===== config.mk =====
export PLATFORM = sky130hd
export DESIGN_NAME = uart_rx_ctrl
export DESIGN_NICKNAME = d
export VERILOG_FILES = /design/src/rtl/uart_pkg.sv /design/src/rtl/uart_rx_fifo.sv /design/src/rtl/uart_rx_ctrl.sv
export SDC_FILE = /design/constraint.sdc
export NUM_CORES = 1
export LEC_CHECK = 0
export ABC_AREA = 1
export BUFFER_PORTS_ARGS = -buffer_cell sky130_fd_sc_hd__buf_4
export CELL_PAD_IN_SITES_DETAIL_PLACEMENT = 0
export CELL_PAD_IN_SITES_GLOBAL_PLACEMENT = 1
export CORE_ASPECT_RATIO = 1.2
export CORE_UTILIZATION = 40
export CTS_CLUSTER_DIAMETER = 50
export DETAILED_ROUTE_END_ITERATION = 8
export PLACE_DENSITY = 0.77
export SYNTH_ARGS = -nofsm -noshare
export SYNTH_HDL_FRONTEND = slang
export SYNTH_SLANG_ARGS = --single-unit

===== constraint.sdc =====
create_clock -name clk -period 2.02 [get_ports clk]
set_input_delay 0.404 -clock clk [delete_from_list [all_inputs] [get_ports clk]]
set_output_delay 0.404 -clock clk [all_outputs]
set_load 0.05 [all_outputs]

===== src/rtl/uart_pkg.sv =====
// Shared definitions for the UART receive controller slice: state encoding
// and default sizing for the receive FIFO and error counter.
package uart_pkg;

  localparam int FIFO_DEPTH_DEF = 4;
  localparam int ERR_CNT_W_DEF  = 8;

  typedef enum logic [1:0] {
    IDLE  = 2'd0,
    WAIT  = 2'd1,
    CLEAR = 2'd2
  } rx_state_e;

endpackage


===== src/rtl/uart_rx_fifo.sv =====
// Synchronous show-ahead byte FIFO: head is always visible on rd_data (0 when
// empty); a push into a full FIFO is accepted only if a pop happens alongside.
module uart_rx_fifo #(
  parameter int DEPTH = 4,
  parameter int CNT_W = $clog2(DEPTH) + 1
) (
  input  logic             clk,
  input  logic             arst_n,
  input  logic             push,
  input  logic             pop,
  input  logic [7:0]       wr_data,
  output logic [7:0]       rd_data,
  output logic [CNT_W-1:0] count,
  output logic             full,
  output logic             empty
);

  localparam int PTR_W = $clog2(DEPTH);

  logic [7:0]       r_mem [DEPTH];
  logic [PTR_W-1:0] r_wr_ptr;
  logic [PTR_W-1:0] r_rd_ptr;
  logic [CNT_W-1:0] r_count;

  logic w_empty;
  logic w_full;
  logic w_do_pop;
  logic w_do_push;

  assign w_empty   = (r_count == '0);
  assign w_full    = (r_count == CNT_W'(DEPTH));
  assign w_do_pop  = pop && !w_empty;
  // When full, the slot being written is the head being popped this same cycle.
  assign w_do_push = push && (!w_full || w_do_pop);

  always_ff @(posedge clk or negedge arst_n) begin
    if (!arst_n) begin
      r_wr_ptr <= '0;
      r_rd_ptr <= '0;
      r_count  <= '0;
    end else begin
      if (w_do_push) r_wr_ptr <= r_wr_ptr + PTR_W'(1);
      if (w_do_pop)  r_rd_ptr <= r_rd_ptr + PTR_W'(1);
      case ({w_do_push, w_do_pop})
        2'b10:   r_count <= r_count + CNT_W'(1);
        2'b01:   r_count <= r_count - CNT_W'(1);
        default: r_count <= r_count;
      endcase
    end
  end

  always_ff @(posedge clk) begin
    if (w_do_push) r_mem[r_wr_ptr] <= wr_data;
  end

  assign rd_data = w_empty ? 8'h00 : r_mem[r_rd_ptr];
  assign count   = r_count;
  assign full    = w_full;
  assign empty   = w_empty;

endmodule


===== src/rtl/uart_rx_ctrl.sv =====
// Sequences the UART receiver: arms it, harvests each frame into the receive
// FIFO, tracks overrun/framing status, and clears the receiver after every frame.
//
// state | meaning
// IDLE  | receive path disabled, receiver held off
// CLEAR | one-cycle synchronous clear of the receiver's sticky flags
// WAIT  | receiver armed, waiting for done/err or disable
module uart_rx_ctrl
  import uart_pkg::*;
#(
  parameter int FIFO_DEPTH = FIFO_DEPTH_DEF,
  parameter int ERR_CNT_W  = ERR_CNT_W_DEF
) (
  input  logic                          clk,
  input  logic                          arst_n,
  input  logic                          enable,
  input  logic                          clr_status,
  input  logic                          rd_en,
  input  logic                          rx_busy,
  input  logic                          rx_done,
  input  logic                          rx_err,
  input  logic [7:0]                    rx_data,
  output logic                          rx_en,
  output logic                          rx_rst,
  output logic [7:0]                    rd_data,
  output logic                          fifo_empty,
  output logic                          fifo_full,
  output logic [$clog2(FIFO_DEPTH):0]   fifo_count,
  output logic                          overrun,
  output logic                          frame_err,
  output logic [ERR_CNT_W-1:0]          err_count,
  output logic                          ctrl_busy
);

  localparam int CNT_W = $clog2(FIFO_DEPTH) + 1;
  localparam logic [ERR_CNT_W-1:0] ERR_MAX = '1;

  rx_state_e            r_state;
  logic                 r_rx_en;
  logic                 r_rx_rst;
  logic                 r_busy;
  logic                 r_overrun;
  logic                 r_frame_err;
  logic [ERR_CNT_W-1:0] r_err_count;

  logic w_in_wait;
  logic w_err_evt;
  logic w_done_evt;
  logic w_push;
  logic w_drop;
  logic w_fifo_full;
  logic w_unused;

  // Aborts are driven by enable alone; receiver busy is informational here.
  assign w_unused = rx_busy;

  assign w_in_wait  = (r_state == WAIT);
  assign w_err_evt  = w_in_wait && enable && rx_err;
  assign w_done_evt = w_in_wait && enable && !rx_err && rx_done;
  assign w_push     = w_done_evt && (!w_fifo_full || rd_en);
  assign w_drop     = w_done_evt && w_fifo_full && !rd_en;

  always_ff @(posedge clk or negedge arst_n) begin
    if (!arst_n) begin
      r_state  <= IDLE;
      r_rx_en  <= 1'b0;
      r_rx_rst <= 1'b0;
      r_busy   <= 1'b0;
    end else begin
      case (r_state)
        IDLE: begin
          if (enable) begin
            r_state  <= CLEAR;
            r_rx_rst <= 1'b1;
            r_busy   <= 1'b1;
          end
        end
        CLEAR: begin
          r_rx_rst <= 1'b0;
          if (enable) begin
            r_state <= WAIT;
            r_rx_en <= 1'b1;
          end else begin
            r_state <= IDLE;
            r_busy  <= 1'b0;
          end
        end
        WAIT: begin
          if (!enable || rx_err || rx_done) begin
            r_state  <= CLEAR;
            r_rx_en  <= 1'b0;
            r_rx_rst <= 1'b1;
          end
        end
        default: begin
          r_state  <= IDLE;
          r_rx_en  <= 1'b0;
          r_rx_rst <= 1'b0;
          r_busy   <= 1'b0;
        end
      endcase
    end
  end

  // A new event in the same cycle as clr_status takes precedence over the clear.
  always_ff @(posedge clk or negedge arst_n) begin
    if (!arst_n) begin
      r_overrun   <= 1'b0;
      r_frame_err <= 1'b0;
      r_err_count <= '0;
    end else begin
      if (w_drop)          r_overrun <= 1'b1;
      else if (clr_status) r_overrun <= 1'b0;

      if (w_err_evt) begin
        r_frame_err <= 1'b1;
        if (clr_status)                  r_err_count <= ERR_CNT_W'(1);
        else if (r_err_count != ERR_MAX) r_err_count <= r_err_count + ERR_CNT_W'(1);
      end else if (clr_status) begin
        r_frame_err <= 1'b0;
        r_err_count <= '0;
      end
    end
  end

  uart_rx_fifo #(
    .DEPTH (FIFO_DEPTH),
    .CNT_W (CNT_W)
  ) u_fifo (
    .clk     (clk),
    .arst_n  (arst_n),
    .push    (w_push),
    .pop     (rd_en),
    .wr_data (rx_data),
    .rd_data (rd_data),
    .count   (fifo_count),
    .full    (w_fifo_full),
    .empty   (fifo_empty)
  );

  assign fifo_full = w_fifo_full;
  assign rx_en     = r_rx_en;
  assign rx_rst    = r_rx_rst;
  assign ctrl_busy = r_busy;
  assign overrun   = r_overrun;
  assign frame_err = r_frame_err;
  assign err_count = r_err_count;

endmodule


# After elaboration in Yosys (flattened, before gate mapping)
# Memories as Yosys holds them, arrays and structs flattened.
# Cells that the tools add are included.
# word_totals
regBits	22
mem_bits_ro	0
inputBits	16
memories	1
ram_bits	32
wordCells	78
output_inout_bits	26
latchBits	0
# op_classes
eq_ne	10
mul	0
bitwise_logic	2
order_cmp	0
div	0
shift	0
muxes	22
addsub	5
reduce_logical	28
# mem_list
memory	words	word_bits	rd	rd_clocked_by_memory_dff	wr	line	text
u_fifo.r_mem	4	8	1	0	1	uart_rx_fifo.sv:20	logic [7:0] r_mem [DEPTH];
# op_table
cell	count
$mux 8	5
$mux 1	10
$logic_and 1x1->1	9
$add 8x1->8 const B	1
$ne 8x8->1 const B	1
$reduce_bool 2->1	4
$ne 2x2->1 const B	3
$pmux 1 s3	2
$pmux 2 s3	1
$pmux 3 s2	1
$reduce_and 3->1	2
$logic_not 1->1	5
$add 2x1->2 const B	2
$eq 2x1->1 const B	2
$eq 2x2->1 const B	2
$logic_or 1x1->1	4
$mux 2	2
$reduce_and 2->1	2
$add 3x1->3 const B	1
$eq 3x3->1 const B	1
$logic_not 3->1	1
$sub 3x1->3 const B	1
$logic_not 2->1	1
$ne 2x1->1 const B	1
2 further kinds	3

# Longest topological paths before layout
# Gate-level depths: netlist of run 1.
# depth
depth_word	8
mapped_depth	11
mapped_depth_nobuf	11

# Modules after synthesis
# A second synthesis of run 1 with hierarchy kept.
# unflattened
cells_unflattened	238
area_unflattened_um2	2488.6
# modules_own_cells
mod	seq_area_each_um2	cells_each	area_per_inst_um2	instances
uart_rx_fifo	1136.1	149	1709.1	1
uart_rx_ctrl	350.3	89	779.5	1

# Least setup slack after synthesis of run 1
# Ideal clock, no wire load.
# synth_timing
path_type	register -> output
startpoint	register u_fifo.r_count[0] (netlist: u_fifo.count[0])
endpoint	output rd_data[0]
path_slack_ns	-0.717
t_required_ns	1.616
t_arrival_ns	2.333
n_path_buf	0
stages_incl_launch_ff	5
path_cell_list	dfrtp_1 inv_1 nand3_1 clkinv_1 a21oi_1
# synth_between
elab_chain_len	2
# synth_lines
item	line	text
start: declaration	uart_rx_fifo.sv:23	logic [CNT_W-1:0] r_count;
start signal: assignment	uart_rx_fifo.sv:45	2'b10: r_count <= r_count + CNT_W'(1);
start signal: assignment	uart_rx_fifo.sv:46	2'b01: r_count <= r_count - CNT_W'(1);
start signal: assignment	uart_rx_fifo.sv:47	default: r_count <= r_count;
$logic_not 3->1	uart_rx_fifo.sv:30	assign w_empty = (r_count == '0);
via fifo_empty	uart_rx_ctrl.sv:26	output logic fifo_empty,
$mux 8	uart_rx_fifo.sv:56	assign rd_data = w_empty ? 8'h00 : r_mem[r_rd_ptr];
end: declaration	uart_rx_ctrl.sv:25	output logic [7:0] rd_data,
# The timed path passes the listed nets, and every way through them passes these cells.

# Worst setup path in the final report of run 1
# layout_timing
startpoint	register u_fifo.r_rd_ptr[1]
endpoint	output rd_data[3]
# layout_between
elab_chain_len	2
# layout_lines
item	line	text
start: declaration	uart_rx_fifo.sv:22	logic [PTR_W-1:0] r_rd_ptr;
start signal: assignment	uart_rx_fifo.sv:43	if (w_do_pop) r_rd_ptr <= r_rd_ptr + PTR_W'(1);
$mem_v2 4x8	-	
$mux 8	uart_rx_fifo.sv:56	
# No other way between the ends.

==> results of run 1 <==
-- final cells by class --
class                   instances  area (sq um)
flip-flops and latches         53          1493
clock inverters                 2         10.01
multi-input cells             167         942.2
clock buffers                   6         72.57
inverters                      29         117.6
fillers                       557          2668
well taps                      80         100.1
repair buffers                 49         377.9
-- flip-flops by register name (all words and copies together), names as in the netlist --
| name | cells |
|---|---|
| u_fifo.r_mem | 32 |
| err_count | 8 |
| u_fifo.count | 3 |
| r_state | 2 |
| u_fifo.r_rd_ptr | 2 |
| u_fifo.r_wr_ptr | 2 |
| ctrl_busy | 1 |
| frame_err | 1 |
| overrun | 1 |
| rx_en | 1 |
-- synthesized netlist by cell type (all sizes together) --
| master | instances | area (sq um) |
|---|---|---|
| nand3 | 9 | 60.06 |
| o21bai | 1 | 7.510 |
| dfrtp | 21 | 525.5 |
| or2 | 1 | 6.260 |
| buf | 3 | 30.03 |
| fa | 1 | 20.02 |
| ha | 6 | 75.07 |
| maj3 | 1 | 10.01 |
| nand3b | 2 | 15.01 |
| xor2 | 2 | 17.52 |
| clkinv | 1 | 3.750 |
| o21ai | 25 | 125.1 |
| inv | 28 | 105.1 |
| xnor2 | 1 | 8.760 |
| a21oi | 9 | 45.04 |
| nand4 | 2 | 12.51 |
| nand2 | 56 | 212.7 |
| clkbuf | 1 | 5.000 |
| nor2 | 51 | 206.5 |
| edfxtp | 32 | 960.9 |
-- stage by stage --
stage	util [%]	total power, uW	cells	setup WS [ps]	area [sq um]
after floorplan	-	2953	253	-96.47	2581
after global placement	51.88	3424	376	162.9	2999
after detailed placement	51.88	3438	376	143.9	2999
after CTS	53.70	4042	386	35.46	3104
after global routing	53.85	4277	386	-10.36	3113
final	53.85	4012	386	92.79	3113
-- worst min-delay path by stage --
stage                    start                  to  slack [ps]  cells past startpoint
floorplan               arst_n           ctrl_busy         110                      0
global placement        arst_n        err_count[7]         310                      1
detailed placement      arst_n        err_count[7]         310                      1
CTS                 rx_data[0]  u_fifo.r_mem[0][0]         280                      1
global route        rx_data[0]  u_fifo.r_mem[0][0]         280                      1
finish              rx_data[0]  u_fifo.r_mem[0][0]         300                      1
-- cell families after synthesis --
group,Yosys count
DFF,53
xor gates and xnor gates,3
adders and majority gates,8
buffers and inverters,33
AOI/OAI and AO/OA,35
and+or+nand+nor,121
-- placed cells by master, fill, tap and decap left out --
cell,synthesis,layout
clkinv_4,0,1
clkinv_2,0,2
inv_2,2,6
clkbuf_1,0,1
maj3_1,1,1
nor2_1,45,45
dlygate4sd3_1,0,1
nor2_2,6,6
buf_4,1,46
edfxtp_1,32,32
a21oi_4,0,8
dfrtp_2,0,5
dfrtp_1,21,16
a21oi_1,9,1
clkinvlp_4,0,1
o21bai_1,1,1
clkbuf_8,0,5
nand3_1,6,5
nand3b_1,2,2
ha_4,0,1
buf_6,2,2
nand3_2,3,3
or2_2,1,1
fa_2,0,1
xnor2_1,1,1
xor2_1,2,2
nand2_2,1,2
ha_1,6,5
o21ai_1,3,5
nand4_1,2,2
nand3_4,0,1
inv_1,26,21
nand2_1,55,54
o21ai_0,22,20
-- where the power goes --
group | internal, uW | leakage (uW) | switching (uW)
sequential | 1250 | 0.000556 | 90.4
combinational | 704 | 0.000721 | 1400
clock | 241 | 0.0000450 | 327
-- metal layers --
| layer | vias to the layer above | global-route usage [%] | share of wire [%] |
|---|---|---|---|
| li1 | 922 | - | - |
| met1 | 813 | 18.49 | 42 |
| met2 | 34 | 31.19 | 53 |
| met3 | 6 | 4.028 | 3.8 |
| met4 | 0 | 5.245 | 1.3 |
| met5 | - | 0 | 0 |
-- timing repair --
item                                   in CTS  in global routing
endpoints found under the hold margin      21                  0
gates resized for setup                     3                  3
setup endpoints to repair                   8                  8
hold buffers                                1                  0
pin swaps                                   0                  0
buffers inserted                            1                  0
==> flow_metrics.env, run 1 <==
export IMPL_critPathLaunch="u_fifo.r_rd_ptr[1]"
export IMPL_die_x_microns=73.48
export IMPL_holdWs_ps=296.8
export IMPL_dp_hpwl_microns=3359
export IMPL_cellPowerDensity_nw_per_um2=1289
export IMPL_wl_microns=4667
export IMPL_synth_simple_area_share_pct=20.92
export IMPL_num_antenna_cells=0
export IMPL_rr_endpoint="u_fifo.count[2]"
export IMPL_via_per_inst=4.598
export IMPL_syn_cell_area_sq_um=2452
export IMPL_row_count=30
export IMPL_slew_headroom_pct=72.18
export IMPL_rrSetupSlack_ps=150
export IMPL_drv_cap=0
export IMPL_seq_area_frac_synth_pct=60.61
export IMPL_path_common_cell="buf_4"
export IMPL_place_congestion=0.7853
export IMPL_status="complete, no violations"
export IMPL_crit_chain="buf_4 > nor2_1 > o21ai_0 > a21oi_4 > buf_4"
export IMPL_critPathMaxFanout=6
export IMPL_grt_pass1_vias=1752
export IMPL_drt_pre_antenna_iters=4
export IMPL_end_kind="output pin"
export IMPL_clock_path_buffers=2
export IMPL_vdd_ir_drop_worst_uv=497.3
export IMPL_cts_root_buf="clkbuf_8"
export IMPL_ant_nets=0
export IMPL_regToRegStartpoint="u_fifo.count[0]"
export IMPL_fin_nets=328
export IMPL_port_buffers=40
export IMPL_crit_required_ps=1620
export IMPL_pin_count=42
export IMPL_wire_per_inst_microns=12.09
export IMPL_drtIter0Drc=56
export IMPL_max_stage_delay_ps=450
export IMPL_finalHoldViolations=0
export IMPL_critPathSlowestCell="dfrtp_2"
export IMPL_grt_pass1_wl_microns=8066
export IMPL_numCtsBuffers=5
export IMPL_antenna_found_initial=0
export IMPL_synth_top_family_by_area="simple AND/OR/NAND/NOR gates"
export IMPL_grt_usage_pct=16.72
export IMPL_synth_cell_types=26
export IMPL_synth_seq_cells=53
export IMPL_cts_tree="built"
export IMPL_startpoint_type="flip-flop"
export IMPL_clock_latency_ps=300
export IMPL_synthMuxAreaShare_pct=0
export IMPL_cp_num_buf_inv=2
export IMPL_clock_sinks=53
export IMPL_grt_max_degree=22
export IMPL_drive_gt1_share_pct=29.74
export IMPL_clk_pin_slew_ps=90
export IMPL_vias=1775
export IMPL_tns_ps=0
export IMPL_crit_family="flip-flops"
export IMPL_rsz0062_at_grt="true"
export IMPL_start_util_pct=42.42
export IMPL_h_tree_depth=2
export IMPL_layout_min_cycle_time_ps=1927
export IMPL_worstPathArrival_ps=1520
export IMPL_synth_compound_area_share_pct=7.245
export IMPL_syn_area_per_cell_sq_um=9.693
export IMPL_synth_fa_ha_area_share_pct=4.286
export IMPL_die_area_sq_um=6449
export IMPL_synth_xor_area_share_pct=1.071
export IMPL_finClkSkew_ps=8.252
export IMPL_postSynthCellCount=253
export IMPL_worst_slew_pin_slew_ps=415.8
export IMPL_yosysWarnings=0
export IMPL_p_leak_uw=0.001322
export IMPL_critical_path_endpoint="rd_data[3]"
export IMPL_syn_nets=276
export IMPL_fin_crit_sh_pct=95.41
export IMPL_final_setup_viol_count=0
export IMPL_syn2layout_area_growth_pct=26.94
export IMPL_maxSlewViolCount=0
export IMPL_min_path_type="primary input to flip-flop"
export IMPL_cp_depth=5
export IMPL_die_h_microns=87.77
export IMPL_drcViolationCount=0
export IMPL_path_class="flip-flop to output pin"
export IMPL_reg2reg_depth=11
export IMPL_grt_ovfl_total=0
export IMPL_clock_fmax_ghz=0.5189
export IMPL_core_area_sq_um=5781
Note: power is estimated with default switching activity, not from simulation.
==> run 2, diff against run 1 <==
--- a/config.mk
+++ b/config.mk
@@ -6,14 +6,13 @@
 export NUM_CORES = 1
 export LEC_CHECK = 0
 export ABC_AREA = 1
-export BUFFER_PORTS_ARGS = -buffer_cell sky130_fd_sc_hd__buf_4
 export CELL_PAD_IN_SITES_DETAIL_PLACEMENT = 0
 export CELL_PAD_IN_SITES_GLOBAL_PLACEMENT = 1
-export CORE_ASPECT_RATIO = 1.2
 export CORE_UTILIZATION = 40
 export CTS_CLUSTER_DIAMETER = 50
 export DETAILED_ROUTE_END_ITERATION = 8
-export PLACE_DENSITY = 0.77
+export DONT_BUFFER_PORTS = 1
+export PLACE_DENSITY = 0.69
 export SYNTH_ARGS = -nofsm -noshare
 export SYNTH_HDL_FRONTEND = slang
 export SYNTH_SLANG_ARGS = --single-unit
==> flow_metrics.env, run 2 (synthesis results as in run 1) <==
export IMPL_row_count=28
export IMPL_crit_required_ps=1620
export IMPL_ant_nets=0
export IMPL_clock_latency_ps=310
export IMPL_cellPowerDensity_nw_per_um2=1423
export IMPL_final_cell_mix="nand2_1, nor2_1, edfxtp_1"
export IMPL_min_path_cells=0
export IMPL_worst_slew_pin_slew_ps=989.0
export IMPL_maxSlewViolCount=0
export IMPL_cts_tree="built"
export IMPL_numCtsBuffers=5
export IMPL_startpoint_type="flip-flop"
export IMPL_hp_start="rx_data[5]"
export IMPL_wl_met3_microns=246
export IMPL_dp_hpwl_microns=3298
export IMPL_rrSetupSlack_ps=160
export IMPL_setup_ws_ps=68.02
export IMPL_rsz0062_at_grt="true"
export IMPL_end_kind="output pin"
export IMPL_die_h_microns=80.30
export IMPL_layout_min_cycle_time_ps=1952
export IMPL_regToRegStartpoint="u_fifo.count[1]"
export IMPL_final_setup_viol_count=0
export IMPL_clock_path_buffers=2
export IMPL_place_congestion=0.7540
export IMPL_clock_fmax_ghz=0.5123
export IMPL_grt_pass1_wl_microns=7776
export IMPL_final_common_cell="nand2_1"
export IMPL_h_tree_depth=2
export IMPL_clock_sinks=53
export IMPL_finalHoldViolations=0
export IMPL_die_area_sq_um=6448
export IMPL_drive_gt1_share_pct=24.65
export IMPL_antenna_found_initial=0
export IMPL_core_area_sq_um=5921
export IMPL_cp_num_buf_inv=2
export IMPL_cts_root_buf="clkbuf_8"
export IMPL_min_path_type="primary input to flip-flop"
export IMPL_reg2reg_depth=11
export IMPL_tns_ps=0
export IMPL_finClkSkew_ps=8.286
export IMPL_max_stage_delay_ps=410
export IMPL_holdWs_ps=186.0
export IMPL_critPathMaxFanout=16
export IMPL_num_antenna_cells=0
export IMPL_wl_met2_microns=2297
export IMPL_fin_nets=310
export IMPL_drcViolationCount=0
export IMPL_grt_pass1_vias=1695
export IMPL_hold_path_end="u_fifo.r_mem[2][5]"
export IMPL_nFillCells=543
export IMPL_pin_count=42
export IMPL_clk_pin_slew_ps=100
export IMPL_wl_microns=4688
export IMPL_vdd_ir_drop_worst_uv=1024
export IMPL_grt_ovfl_total=0
export IMPL_drv_cap=0
export IMPL_register_area_sq_um=1491
export IMPL_wire_per_inst_microns=12.91
export IMPL_syn2layout_area_growth_pct=25.26
export IMPL_rr_endpoint="u_fifo.count[2]"
export IMPL_pre_cts_ws_ps=128.3
export IMPL_crit_chain="buf_6 > nor2_1 > nor2_1 > o21ai_0 > a21oi_4 > buf_12"
export IMPL_drtIter0Drc=32
export IMPL_highest_layer="met4"
export IMPL_grt_max_degree=22
export IMPL_start_util_pct=41.42
export IMPL_path_class="flip-flop to output pin"
export IMPL_path_common_cell="nor2_1"
export IMPL_crit_family="flip-flops"
export IMPL_critPathSlowestCell="dfrtp_1"
export IMPL_wl_met1_microns=2066
export IMPL_die_x_microns=80.30
export IMPL_grt_usage_pct=16.15
export IMPL_drt_pre_antenna_iters=4
export IMPL_largest_reg_flops=32
export IMPL_status="complete, no violations"
export IMPL_vias=1692
export IMPL_p_leak_uw=0.001261
export IMPL_multi_input_area_sq_um=942.2
export IMPL_port_buffers=0
export IMPL_via_per_inst=4.661
export IMPL_regMostFlops="u_fifo.r_mem"
export IMPL_worstPathArrival_ps=1550
export IMPL_fin_crit_sh_pct=96.63
export IMPL_slew_headroom_pct=33.85
export IMPL_p_total_uw=4370
==> run 2: cell count changes in the layout (fill, tap and decap cells not counted), moves of 2 or more <==
cell | before | now
buf_12 | 0 | 8
buf_4 | 46 | 21
clkinv_2 | 2 | 0
clkinvlp_4 | 1 | 3
o21ai_0 | 20 | 17
o21ai_1 | 5 | 8
==> run 2: final cells by class <==
type / count / share of cell area, %
Sequential cell: 53 / 48.55
Multi-Input combinational cell: 167 / 30.67
Timing Repair Buffer: 31 / 11.04
Inverter: 29 / 3.829
Tap cell: 75 / 3.055
Clock buffer: 6 / 2.363
Clock inverter: 2 / 0.4888
==> run 2: per-stage QoR <==
| step | util [%] | instance area [sq um] | instances |
|---|---|---|---|
| 2_1_floorplan | - | 2581 | 253 |
| 3_3_place_gp | 49.70 | 2943 | 351 |
| 3_5_place_dp | 49.70 | 2943 | 351 |
| 4_1_cts | 51.69 | 3060 | 362 |
| 5_1_grt | 51.88 | 3072 | 363 |
| 6_report | 51.88 | 3072 | 363 |
==> run 2: repair_timing <==
action,in CTS,in global routing
endpoints found under the setup margin,8,9
pin swaps,0,1
hold buffers,1,0
endpoints found under the hold margin,21,0
resized for setup,2,4
buffers inserted,2,1
==> run 2: how the worst max path moves through the flow <==
stage                        from         endpoint  cells after the start
3_5_place_dp      u_fifo.count[1]  u_fifo.count[2]                     11
3_3_place_gp   u_fifo.r_rd_ptr[1]       rd_data[0]                      5
5_1_grt        u_fifo.r_rd_ptr[0]       rd_data[2]                      6
4_1_cts        u_fifo.r_rd_ptr[0]       rd_data[1]                      6
6_report       u_fifo.r_rd_ptr[0]       rd_data[7]                      6
2_1_floorplan     u_fifo.count[1]  u_fifo.count[2]                     11
==> run 2: worst register-to-register path, cell delays in order, from the launching register on <==
cell	delay, ps
dfrtp_2	430
inv_2	90
nand3_2	110
clkinvlp_4	90
nand2_2	70
nand3_4	100
ha_4	140
inv_2	40
fa_2	330
a21oi_1	120
o21ai_1	80
xor2_1	150
==> run 2: routing by layer <==
metal,track usage [%],vias up
met1,18.38,769
met4,6.429,0
met2,28.63,31
met3,4.318,8
met5,0,-
li1,-,884
==> run 2: power by group <==
part	internal, uW	leakage, uW	switching (uW)	total (uW)
Sequential	1250	0.000557	127	1380
Combinational	975	0.000667	1430	2410
Clock	245	0.0000374	339	584
==> run 3, diff against run 2 <==
--- a/config.mk
+++ b/config.mk
@@ -12,7 +12,7 @@
 export CTS_CLUSTER_DIAMETER = 50
 export DETAILED_ROUTE_END_ITERATION = 8
 export DONT_BUFFER_PORTS = 1
-export PLACE_DENSITY = 0.69
+export PLACE_DENSITY_LB_ADDON = 0.1
 export SYNTH_ARGS = -nofsm -noshare
 export SYNTH_HDL_FRONTEND = slang
 export SYNTH_SLANG_ARGS = --single-unit
==> flow_metrics.env, run 3 (synthesis results as in run 1) <==
export IMPL_syn2layout_area_growth_pct=26.58
export IMPL_layout_min_cycle_time_ps=1928
export IMPL_path_class="flip-flop to output pin"
export IMPL_max_stage_delay_ps=420
export IMPL_crit_chain="buf_6 > nor2_1 > nor2_1 > o21ai_0 > a21oi_4 > buf_12"
export IMPL_hp_start="rx_data[6]"
export IMPL_slew_headroom_pct=35.63
export IMPL_wl_microns=4833
export IMPL_end_kind="output pin"
export IMPL_grt_pass1_vias=1678
export IMPL_final_cell_mix="nand2_1, nor2_1, edfxtp_1"
export IMPL_row_count=28
export IMPL_path_common_cell="nor2_1"
export IMPL_worst_slew_pin_slew_ps=962.4
export IMPL_regMostFlops="u_fifo.r_mem"
export IMPL_status="complete, no violations"
export IMPL_cts_tree="built"
export IMPL_drive_gt1_share_pct=25.44
export IMPL_clock_path_buffers=2
export IMPL_largest_reg_flops=32
export IMPL_fin_nets=309
export IMPL_cts_root_buf="clkbuf_8"
export IMPL_maxSlewViolCount=0
export IMPL_grt_pass1_wl_microns=7907
export IMPL_start_util_pct=41.42
export IMPL_drv_cap=0
export IMPL_grt_ovfl_total=0
export IMPL_rsz0062_at_grt="false"
export IMPL_numCtsBuffers=5
export IMPL_clock_latency_ps=310
export IMPL_vias=1719
export IMPL_regToRegStartpoint="u_fifo.count[1]"
export IMPL_crit_required_ps=1620
export IMPL_h_tree_depth=2
export IMPL_placed_cells=352
export IMPL_core_area_sq_um=5921
export IMPL_internal_power_uw=2625
export IMPL_clk_pin_slew_ps=90
export IMPL_pin_count=42
export IMPL_drcViolationCount=0
export IMPL_die_x_microns=80.30
export IMPL_wire_per_inst_microns=13.35
export IMPL_via_per_inst=4.749
export IMPL_clock_fmax_ghz=0.5188
export IMPL_finalHoldViolations=0
export IMPL_combPwrFrac_pct=53.2
export IMPL_setup_ws_ps=92.49
export IMPL_antenna_found_initial=0
export IMPL_p_leak_uw=0.001276
export IMPL_clock_sinks=53
export IMPL_cellPowerDensity_nw_per_um2=1461
export IMPL_worstPathArrival_ps=1520
export IMPL_critPathMaxFanout=9
export IMPL_critPathSlowestCell="dfrtp_2"
export IMPL_pre_cts_ws_ps=108.6
export IMPL_drt_pre_antenna_iters=4
export IMPL_num_antenna_cells=0
export IMPL_critPathLaunch="u_fifo.r_rd_ptr[0]"
export IMPL_vdd_ir_drop_worst_uv=957.2
export IMPL_pwr_share_clk_pct=16.5
export IMPL_instances_no_fill=362
export IMPL_final_common_cell="nand2_1"
export IMPL_fin_crit_sh_pct=95.42
export IMPL_drtIter0Drc=48
export IMPL_place_congestion=0.7870
export IMPL_startpoint_type="flip-flop"
export IMPL_pwr_share_seq_pct=30.3
export IMPL_final_setup_viol_count=0
export IMPL_port_buffers=0
export IMPL_grt_usage_pct=16.79
export IMPL_min_path_type="primary input to flip-flop"
export IMPL_die_area_sq_um=6448
export IMPL_grt_max_degree=22
export IMPL_power_switching_uw=1910
export IMPL_dp_hpwl_microns=3406
export IMPL_finClkSkew_ps=4.078
export IMPL_die_h_microns=80.30
export IMPL_ant_nets=0
export IMPL_p_sw_share_pct=42.12
[run 3: final cells by class]
class / count / area [sq um]
Timing Repair Buffer: 30 / 331.6
Clock inverter: 2 / 37.54
Sequential cell: 53 / 1493
Multi-Input combinational cell: 167 / 945.9
Tap cell: 75 / 93.84
Clock buffer: 6 / 82.58
Inverter: 29 / 120.1
Fill cell: 534 / 2816
[run 3: per-stage QoR]
stage | power (uW) | util [%] | TNS (ps) | hold WS (ps) | cell area, sq um
after floorplan | 2953 | - | -631.2 | 108.4 | 2581
after global placement | 3751 | 49.83 | 0 | 108.9 | 2950
after detailed placement | 3775 | 49.83 | 0 | 108.9 | 2950
after CTS | 4555 | 52.24 | 0 | 177.8 | 3093
after global routing | 4782 | 52.43 | 0 | 168.1 | 3104
final | 4536 | 52.43 | 0 | 185.0 | 3104
[run 3: worst max-delay path, delay by kind of cell (launching register included)]
family | cells | cell delay, ps
buffers and inverters | 2 | 300
AND/OR/NAND/NOR | 2 | 140
AO/OA/AOI/OAI | 2 | 360
flip-flops | 1 | 420
[run 3: metal layers]
metal	GRT usage, %	wire length (microns)	up-vias	part of all wire (%)
li1	-	-	883	-
met1	18.01	1950	794	40
met2	30.85	2517	35	52
met3	5.909	304	7	6.3
met4	4.821	61	0	1.3
met5	0	0	-	0
[run 3: power by group through the flow]
stage | Sequential (uW) | Combinational (uW) | Clock (uW)
global route | 1390 | 2590 | 798
floorplan | 1500 | 1450 | 0
detailed placement | 1420 | 2350 | 0
finish | 1380 | 2410 | 747
CTS | 1370 | 2420 | 763
global placement | 1420 | 2330 | 0
[run 3: path summary, 6_finish.rpt]
kind	depth (start not counted)	endpoint	slack, ps
max	6	rd_data[5]	90
min	0	u_fifo.r_mem[0][6]	190
max reg2reg	11	u_fifo.count[2]	160
min reg2reg	2	u_fifo.r_wr_ptr[1]	540
max in group asynchronous	1	u_fifo.r_rd_ptr[1]	680
min in group asynchronous	1	rx_en	690
[run 3: what timing repair did]
action,in CTS,in global routing
hold buffers,1,0
endpoints found under the hold margin,21,0
pin swaps,0,1
buffers inserted,1,0
endpoints found under the setup margin,8,8
gates resized for setup,2,7
